[src/rtl/aes_pkg.sv]
// Shared AES-128 definitions: state packing, round count, controller FSM
// encoding and the round-key index mapping.
package aes_pkg;

    localparam int NR       = 10;
    localparam int RK_IDX_W = 4;

    // Element [0] is column 0; bits [31:24] of a column are row 0.
    typedef logic [0:3][31:0]     aes_state_t;
    typedef logic [RK_IDX_W-1:0]  rk_idx_t;

    typedef enum logic [2:0] {
        IDLE,
        INIT,
        ROUND,
        FINAL,
        DONE
    } aes_fsm_e;

    // Encryption walks the key schedule upwards, decryption downwards.
    function automatic rk_idx_t rk_index(input rk_idx_t round, input logic dec);
        return dec ? (rk_idx_t'(NR) - round) : round;
    endfunction

endpackage

[src/rtl/aes_round_ctrl_if.sv]
// Block handshake, key-schedule and round-datapath signals of the AES
// round sequencer, bundled with controller and environment views.
interface aes_round_ctrl_if;
    import aes_pkg::*;

    logic       in_valid;
    logic       in_ready;
    aes_state_t data_i;
    logic       enc_dec_i;
    logic       out_valid;
    logic       out_ready;
    aes_state_t data_o;
    rk_idx_t    rk_idx;
    logic       rk_valid;
    aes_state_t rd_state_o;
    aes_state_t rd_state_i;
    logic       rd_enc_dec;
    logic       rd_ark_only;
    logic       rd_skip_mix;
    rk_idx_t    round_o;
    logic       busy;

    modport slave (
        input  in_valid, data_i, enc_dec_i, out_ready, rk_valid, rd_state_i,
        output in_ready, out_valid, data_o, rk_idx, rd_state_o,
               rd_enc_dec, rd_ark_only, rd_skip_mix, round_o, busy
    );

    modport master (
        output in_valid, data_i, enc_dec_i, out_ready, rk_valid, rd_state_i,
        input  in_ready, out_valid, data_o, rk_idx, rd_state_o,
               rd_enc_dec, rd_ark_only, rd_skip_mix, round_o, busy
    );

endinterface

[src/rtl/aes_round_ctrl.sv]
// Iterative AES-128 round sequencer: owns the state register and steps the
// external round datapath through the initial key add, NR-1 rounds and the final round.
module aes_round_ctrl
    import aes_pkg::*;
(
    input  logic              clk,
    input  logic              rst,
    aes_round_ctrl_if.slave   bus
);

    aes_fsm_e   fsm_q, fsm_d;
    aes_state_t st_q, st_d;
    logic       dec_q, dec_d;
    rk_idx_t    round_q, round_d;

    always_ff @(posedge clk) begin
        if (rst) begin
            fsm_q   <= IDLE;
            st_q    <= '0;
            dec_q   <= 1'b0;
            round_q <= '0;
        end else begin
            fsm_q   <= fsm_d;
            st_q    <= st_d;
            dec_q   <= dec_d;
            round_q <= round_d;
        end
    end

    // Every pass waits on rk_valid; a missing key freezes the whole sequencer.
    always_comb begin
        fsm_d   = fsm_q;
        st_d    = st_q;
        dec_d   = dec_q;
        round_d = round_q;
        unique case (fsm_q)
            IDLE: begin
                if (bus.in_valid) begin
                    st_d    = bus.data_i;
                    dec_d   = bus.enc_dec_i;
                    round_d = '0;
                    fsm_d   = INIT;
                end
            end
            INIT: begin
                if (bus.rk_valid) begin
                    st_d    = bus.rd_state_i;
                    round_d = rk_idx_t'(1);
                    fsm_d   = ROUND;
                end
            end
            ROUND: begin
                if (bus.rk_valid) begin
                    st_d    = bus.rd_state_i;
                    round_d = round_q + rk_idx_t'(1);
                    if (round_q == rk_idx_t'(NR - 1)) begin
                        fsm_d = FINAL;
                    end
                end
            end
            FINAL: begin
                if (bus.rk_valid) begin
                    st_d  = bus.rd_state_i;
                    fsm_d = DONE;
                end
            end
            DONE: begin
                if (bus.out_ready) begin
                    fsm_d = IDLE;
                end
            end
            default: fsm_d = IDLE;
        endcase
    end

    // All outputs decode registered state only, so handshakes have no input-to-output path.
    always_comb begin
        bus.in_ready    = (fsm_q == IDLE);
        bus.out_valid   = (fsm_q == DONE);
        bus.busy        = (fsm_q == INIT) || (fsm_q == ROUND) || (fsm_q == FINAL);
        bus.data_o      = (fsm_q == DONE) ? st_q : '0;
        bus.rd_state_o  = st_q;
        bus.rd_enc_dec  = dec_q;
        bus.rd_ark_only = (fsm_q == INIT);
        bus.rd_skip_mix = (fsm_q == FINAL);
        bus.round_o     = round_q;
        bus.rk_idx      = rk_index(round_q, dec_q);
    end

endmodule

[src/flat_wrapper.sv]
// flat-port wrapper written by rule: the top's interface ports become plain ports
module aes_round_ctrl_flat import aes_pkg::*;
  (clk, rst, bus_in_valid, bus_data_i, bus_enc_dec_i, bus_out_ready, bus_rk_valid, bus_rd_state_i, bus_in_ready, bus_out_valid, bus_data_o, bus_rk_idx, bus_rd_state_o, bus_rd_enc_dec, bus_rd_ark_only, bus_rd_skip_mix, bus_round_o, bus_busy);
  aes_round_ctrl_if bus_i ();
  input  logic clk;
  input  logic rst;
  input wire logic [$bits(bus_i.in_valid)-1:0] bus_in_valid;
  input wire logic [$bits(bus_i.data_i)-1:0] bus_data_i;
  input wire logic [$bits(bus_i.enc_dec_i)-1:0] bus_enc_dec_i;
  input wire logic [$bits(bus_i.out_ready)-1:0] bus_out_ready;
  input wire logic [$bits(bus_i.rk_valid)-1:0] bus_rk_valid;
  input wire logic [$bits(bus_i.rd_state_i)-1:0] bus_rd_state_i;
  output wire logic [$bits(bus_i.in_ready)-1:0] bus_in_ready;
  output wire logic [$bits(bus_i.out_valid)-1:0] bus_out_valid;
  output wire logic [$bits(bus_i.data_o)-1:0] bus_data_o;
  output wire logic [$bits(bus_i.rk_idx)-1:0] bus_rk_idx;
  output wire logic [$bits(bus_i.rd_state_o)-1:0] bus_rd_state_o;
  output wire logic [$bits(bus_i.rd_enc_dec)-1:0] bus_rd_enc_dec;
  output wire logic [$bits(bus_i.rd_ark_only)-1:0] bus_rd_ark_only;
  output wire logic [$bits(bus_i.rd_skip_mix)-1:0] bus_rd_skip_mix;
  output wire logic [$bits(bus_i.round_o)-1:0] bus_round_o;
  output wire logic [$bits(bus_i.busy)-1:0] bus_busy;
  assign bus_i.in_valid = bus_in_valid;
  assign bus_i.data_i = bus_data_i;
  assign bus_i.enc_dec_i = bus_enc_dec_i;
  assign bus_i.out_ready = bus_out_ready;
  assign bus_i.rk_valid = bus_rk_valid;
  assign bus_i.rd_state_i = bus_rd_state_i;
  assign bus_in_ready = bus_i.in_ready;
  assign bus_out_valid = bus_i.out_valid;
  assign bus_data_o = bus_i.data_o;
  assign bus_rk_idx = bus_i.rk_idx;
  assign bus_rd_state_o = bus_i.rd_state_o;
  assign bus_rd_enc_dec = bus_i.rd_enc_dec;
  assign bus_rd_ark_only = bus_i.rd_ark_only;
  assign bus_rd_skip_mix = bus_i.rd_skip_mix;
  assign bus_round_o = bus_i.round_o;
  assign bus_busy = bus_i.busy;
  aes_round_ctrl u_core (.clk(clk), .rst(rst), .bus(bus_i));
endmodule
[config.mk]
export PLATFORM = sky130hd
export DESIGN_NAME = aes_round_ctrl_flat
export DESIGN_NICKNAME = d
export VERILOG_FILES = /design/src/rtl/aes_pkg.sv /design/src/rtl/aes_round_ctrl_if.sv /design/src/rtl/aes_round_ctrl.sv /design/src/flat_wrapper.sv
export SDC_FILE = /design/constraint.sdc
export NUM_CORES = 1
export LEC_CHECK = 0
export BUFFER_PORTS_ARGS = -buffer_cell sky130_fd_sc_hd__buf_2
export CAP_MARGIN = 10
export CORE_AREA = 4 4 206 208
export CTS_BUF_LIST = sky130_fd_sc_hd__clkbuf_4 sky130_fd_sc_hd__clkbuf_8
export DETAILED_ROUTE_END_ITERATION = 8
export DIE_AREA = 0 0 210 212
export SLEW_MARGIN = 20
export SYNTH_ARGS = -nofsm -noshare
export SYNTH_HDL_FRONTEND = slang
export SYNTH_SLANG_ARGS = --single-unit
[constraint.sdc]
create_clock -name clk -period 1.9 [get_ports clk]
set_clock_uncertainty 0.2 [all_clocks]
set_input_delay 0.475 -clock clk [delete_from_list [all_inputs] [get_ports clk]]
set_output_delay 0.475 -clock clk [all_outputs]
set_load 0.05 [all_outputs]
### Yosys cells after proc, flatten, opt, wreduce, memory -nomap -nowiden

Cells that the tools add are included.

| operators by class | value |
|---|---|
| div/mod/pow operators | 0 |
| reduce and logical (&&, ||, !) cells | 10 |
| multipliers | 0 |
| $lt $le $gt $ge | 0 |
| $add $sub $neg | 2 |
| equality and inequality tests | 12 |
| muxes and demuxes | 16 |
| bitwise logic cells | 0 |
| shifts and indexed selects | 0 |

Operators by type and width:

| kind | number |
|---|---|
| $mux 128 | 3 |
| $pmux 128 s2 | 1 |
| $mux 3 | 6 |
| $mux 4 | 4 |
| $pmux 3 s5 | 1 |
| $pmux 4 s3 | 1 |
| $ne 2x2->1 const B | 5 |
| $eq 3x2->1 const B | 2 |
| $reduce_and 6->1 | 1 |
| $add 4x1->4 const B | 1 |
| $eq 4x4->1 const B | 1 |
| $ne 2x1->1 const B | 2 |
| $reduce_and 4->1 | 1 |
| $sub 4x4->4 const A | 1 |
| $eq 3x1->1 const B | 1 |
| $eq 3x3->1 const B | 1 |
| $logic_not 3->1 | 1 |
| $reduce_and 3->1 | 1 |
| $reduce_bool 3->1 | 1 |
| $reduce_or 3->1 | 1 |
| $logic_or 1x1->1 | 2 |
| $reduce_and 2->1 | 1 |
| $reduce_bool 2->1 | 1 |

| word-level totals | value |
|---|---|
| ROM bits | 0 |
| output and inout port bits | 270 |
| register bits after elaboration | 136 |
| memory bits (writable) | 0 |
| latch bits | 0 |
| memories | 0 |

### Logic depth before layout (Yosys ltp)

| depth | value |
|---|---|
| word-level depth | 4 |
| gate-level depth with buffers | 7 |
| mapped depth without buffers | 5 |

### Worst setup path before layout

Ideal clock, no wire load.

| path | value |
|---|---|
| path kind | register to output |
| start | register u_core.round_q[1] (netlist: u_core.bus.round_o[1]) |
| end | output bus_rk_idx[1] |
| arrival time | 1,947 ps |
| required time | 1,225 ps |
| buffers on the path | 0 |
| cell stages (with the launch flop) | 3 |
| setup slack | -722 ps |
| cell sequence | dfxtp_1 inv_1 o21ai_0 |

| on the way | value |
|---|---|
| cells in the longest elaborated chain, start to end | 2 |

Ends and longest elaborated chain:

| element | line | source |
|---|---|---|
| from (decl) | aes_round_ctrl.sv:14 | `rk_idx_t round_q, round_d;` |
| from (signal assigned) | aes_round_ctrl.sv:26 | `round_q <= round_d;` |
| $sub 4x4->4 | aes_pkg.sv:22 | `return dec ? (rk_idx_t'(NR) - round) : round;` |
| $mux 4 (*) | aes_pkg.sv:22 |  |
| to (decl) | flat_wrapper.sv:16 | `output wire logic [$bits(bus_i.rk_idx)-1:0] bus_rk_idx;` |

Mark *: on every way between the ends. The rest lies on a longest branch, timed or not.

### Final worst setup path

| path | value |
|---|---|
| start | register u_core.fsm_q[0] |
| end | output bus_data_o[78] |

| on the way | value |
|---|---|
| cells in the longest elaborated chain, start to end | 2 |

Ends and longest elaborated chain:

| element | line | source |
|---|---|---|
| from (decl) | aes_round_ctrl.sv:11 | `aes_fsm_e fsm_q, fsm_d;` |
| from (signal assigned) | aes_round_ctrl.sv:23 | `fsm_q <= fsm_d;` |
| $eq 3x3->1 | aes_round_ctrl.sv:81 | `bus.data_o = (fsm_q == DONE) ? st_q : '0;` |
| $mux 128 | aes_round_ctrl.sv:81 |  |
| to (decl) | flat_wrapper.sv:15 | `output wire logic [$bits(bus_i.data_o)-1:0] bus_data_o;` |

No other way between the ends.

==> impl_metrics.yaml <==
outcome:
  status: "finished, violations left"
  failed_checks: "negative setup slack"
cts:
  cts.path.max_buffers: 2
  clock-sinks: 136
  cts_buffers: 17
  cts.clk_slew.worst_paths_ns: 0.09
  cts_tree: "done"
  clk_latency_ns: 0.47
  cts_root_buf: "clkbuf_8"
  htreeDepth: 4
route:
  drt_iter0_markers: 914
  routed-via-count: 10151
  drc_errors: 0
  routed_wl_um: 43200
  ant_nets: 0
  dr.pass1.iters: 7
  wl_per_cell_um: 20.9
  avgViaCountPerCell: 4.92
die:
  fp.coreArea_um2: 40600
  die_y_um: 212
  rows: 74
  dieArea_um2: 44500
  ios: 532
  floorplan.initialDensity_pct: 19.0
  die_w_um: 210
synth:
  syn_nets: 1214
  synth-edff-count: 0
  synth.largest_area_cell: "dfxtp_1"
  synth_top_cell_area_share_pct: 35.4
  ys_seq_area_share_pct: 35.4
  ys_types: 38
  syn_avg_cell_area_um2: 8.10
  synthTopCellsByArea: "dfxtp_1 (35%), a211oi_1 (13%), nand2_1 (13%), a311oi_1 (12%), and2_1 (10%)"
  yosys_register_bits: 136
  synthArstFlopShare_pct: 0
  postSynthCellCount: 949
  syn_area_um2: 7690
  ys.flop_type: "dfxtp_1"
  synth_warnings: 0
timing:
  hold_violations: 0
  rsz0062_at_grt: "true"
  layout_setup_ws_ns: -0.575
  setup_viol_count_final: 272
  drv_slew: 0
  max_freq_ghz: 0.404
  whs_ns: 0.0626
  fin_crit_sh_pct: 130
  tns_ns: -85.01
  relSlewSlack_pct: 67.1
  tightest_slew_ns: 0.490
  fin_crit_ns: 2.48
placement:
  portBuffers: 531
  gp_congestion: 0.910
  dp_hpwl_um: 26300
  dp_slack_ns: -0.161
setup_path:
  end_kind: "output pin"
  start_kind: "flop"
  critical-path-top-delay-family: "buffers and inverters"
  crit_top_cell: "buf_6"
  cpMaxStageDelayCell: "dfxtp_4"
  crit_fanout: 35
  crit_chain: "nor3b_4 > buf_6 > buf_16 > and2_2 > buf_6"
  cpPeakStageDelay_ns: 0.36
  worstPathBufferInverterCount: 3
  crit_type: "reg2out"
  cp.arrival_ns: 1.80
  required_ns: 1.22
worst_hold_path:
  hold_path_class: "in2reg"
grt:
  grt_max_degree: 63
  grt_pass1_vias: 9805
  grt_pass1_wl_um: 58300
  grt_overflow_total: 0
  antenna_found_initial: 0
  track_usage_pct: 16.7
run:
  cap_violations: 0
power:
  leakagePower_nw: 6.51
  p_per_area_nw_per_um2: 818
  max-vdd-ir-drop_uv: 410
cells_and_area:
  layout-drive-gt1-share_pct: 56.3
  fin_util_pct: 36.1
  area_delta_synth_final_pct: 90.6
  nNetsFinal: 1784
==> per-layer routing <==
layer	vias up	track usage [%]	wire [µm]
li1	4607	-	-
met1	4884	19.7	16300
met2	580	29.5	22500
met3	80	3.29	2970
met4	0	7.27	1480
met5	-	0	0
==> cells in the mapped netlist, types with 2 or more instances <==
| cell type | n |
|---|---|
| nand2_1 | 260 |
| dfxtp_1 | 136 |
| a211oi_1 | 132 |
| and2_1 | 128 |
| a311oi_1 | 108 |
| buf_2 | 74 |
| clkbuf_1 | 37 |
| a311oi_2 | 20 |
| buf_4 | 6 |
| a21o_1 | 3 |
| ha_1 | 3 |
| mux2i_1 | 3 |
| nand2b_1 | 3 |
| nand3b_1 | 3 |
| nor2_1 | 3 |
| buf_6 | 2 |
| inv_1 | 2 |
| nor2b_1 | 2 |
| nor3_1 | 2 |
| nor3b_1 | 2 |
| xnor2_1 | 2 |
| xor2_1 | 2 |
==> flip-flops by register name (all words and copies together) (netlist names) <==
signal                 cells
u_core.bus.rd_state_o    128
u_core.bus.round_o         4
u_core.fsm_q               3
u_core.bus.rd_enc_dec      1
==> layout make-up <==
class	instances	area (µm²)
tap	532	666
clock buffer	18	248
inverter	3	18.8
sequential	136	2750
multi-input combinational	692	4930
antenna	1	2.50
clock inverter	14	171
timing repair buffer	669	5860
fill	4009	25900
==> worst reg2reg max path, cell delays in order, from the launching register on <==
cell       delay [ns]
dfxtp_4          0.36
buf_6            0.15
or2_4            0.28
buf_6            0.15
a21o_4           0.26
buf_12           0.15
clkbuf_16        0.19
a311oi_1         0.26
==> per-stage QoR <==
stage	power [W]	instance area (µm²)	cells
after global placement	0.00836	11500	1941
after floorplan	0.00691	8010	949
after CTS	0.0116	13700	2046
after global routing	0.0125	14600	2064
final	0.0120	14600	2065
after detailed placement	0.00840	11500	1941
==> report_power, final <==
part | switching [W] | internal, W | total, W
Combinational | 0.00362 | 0.00196 | 0.00558
Sequential | 0.000446 | 0.00329 | 0.00374
Clock | 0.00133 | 0.00134 | 0.00267
Total | 0.00540 | 0.00659 | 0.0120
==> placed cells by master (no fill, tap or decap), types with 5 or more instances in the layout <==
cell type | Yosys | layout
a311oi_1 | 108 | 80
buf_2 | 74 | 393
and2_4 | 0 | 56
clkbuf_8 | 0 | 18
dfxtp_1 | 136 | 127
a311oi_2 | 20 | 48
buf_8 | 0 | 77
clkbuf_16 | 0 | 10
buf_6 | 2 | 63
buf_12 | 0 | 30
nand2_1 | 260 | 258
dfxtp_4 | 0 | 5
a211oi_1 | 132 | 129
buf_4 | 6 | 35
buf_16 | 0 | 15
dlygate4sd3_1 | 0 | 44
and2_2 | 0 | 72
==> path summary, 6_finish.rpt <==
| check | from | endpoint | slack (ns) | cells past startpoint |
|---|---|---|---|---|
| min | bus_data_i[110] | u_core.bus.rd_state_o[110] | 0.06 | 3 |
| max reg2reg | u_core.fsm_q[0] | u_core.bus.rd_state_o[29] | -0.18 | 7 |
| max | u_core.fsm_q[0] | bus_data_o[78] | -0.58 | 5 |
| min reg2reg | u_core.bus.round_o[3] | u_core.bus.round_o[3] | 0.38 | 2 |
==> kinds of logic (layout without fill, tap and decap cells) <==
kind of cell | Yosys count | after routing | synth area share (%)
AO/OA/AOI/OAI | 270 | 271 | 30.2
XOR/XNOR | 4 | 4 | 0.456
flip-flops | 136 | 136 | 35.4
buffers and inverters | 122 | 704 | 7.65
other | 0 | 1 | 0
adder cells (fa/ha/maj) | 3 | 3 | 0.488
multiplexers | 4 | 4 | 0.537
AND/OR/NAND/NOR | 410 | 410 | 25.2
==> what timing repair did <==
action                                  CTS  global route
hold buffers                             44             0
hold endpoints to repair                 36             0
endpoints found under the setup margin  293           319
pin swaps                                29            31
buffers inserted                         17             8
resized for setup                       270           196
gates cloned                             12            13
No activity file was read; power rests on OpenSTA's default activity.
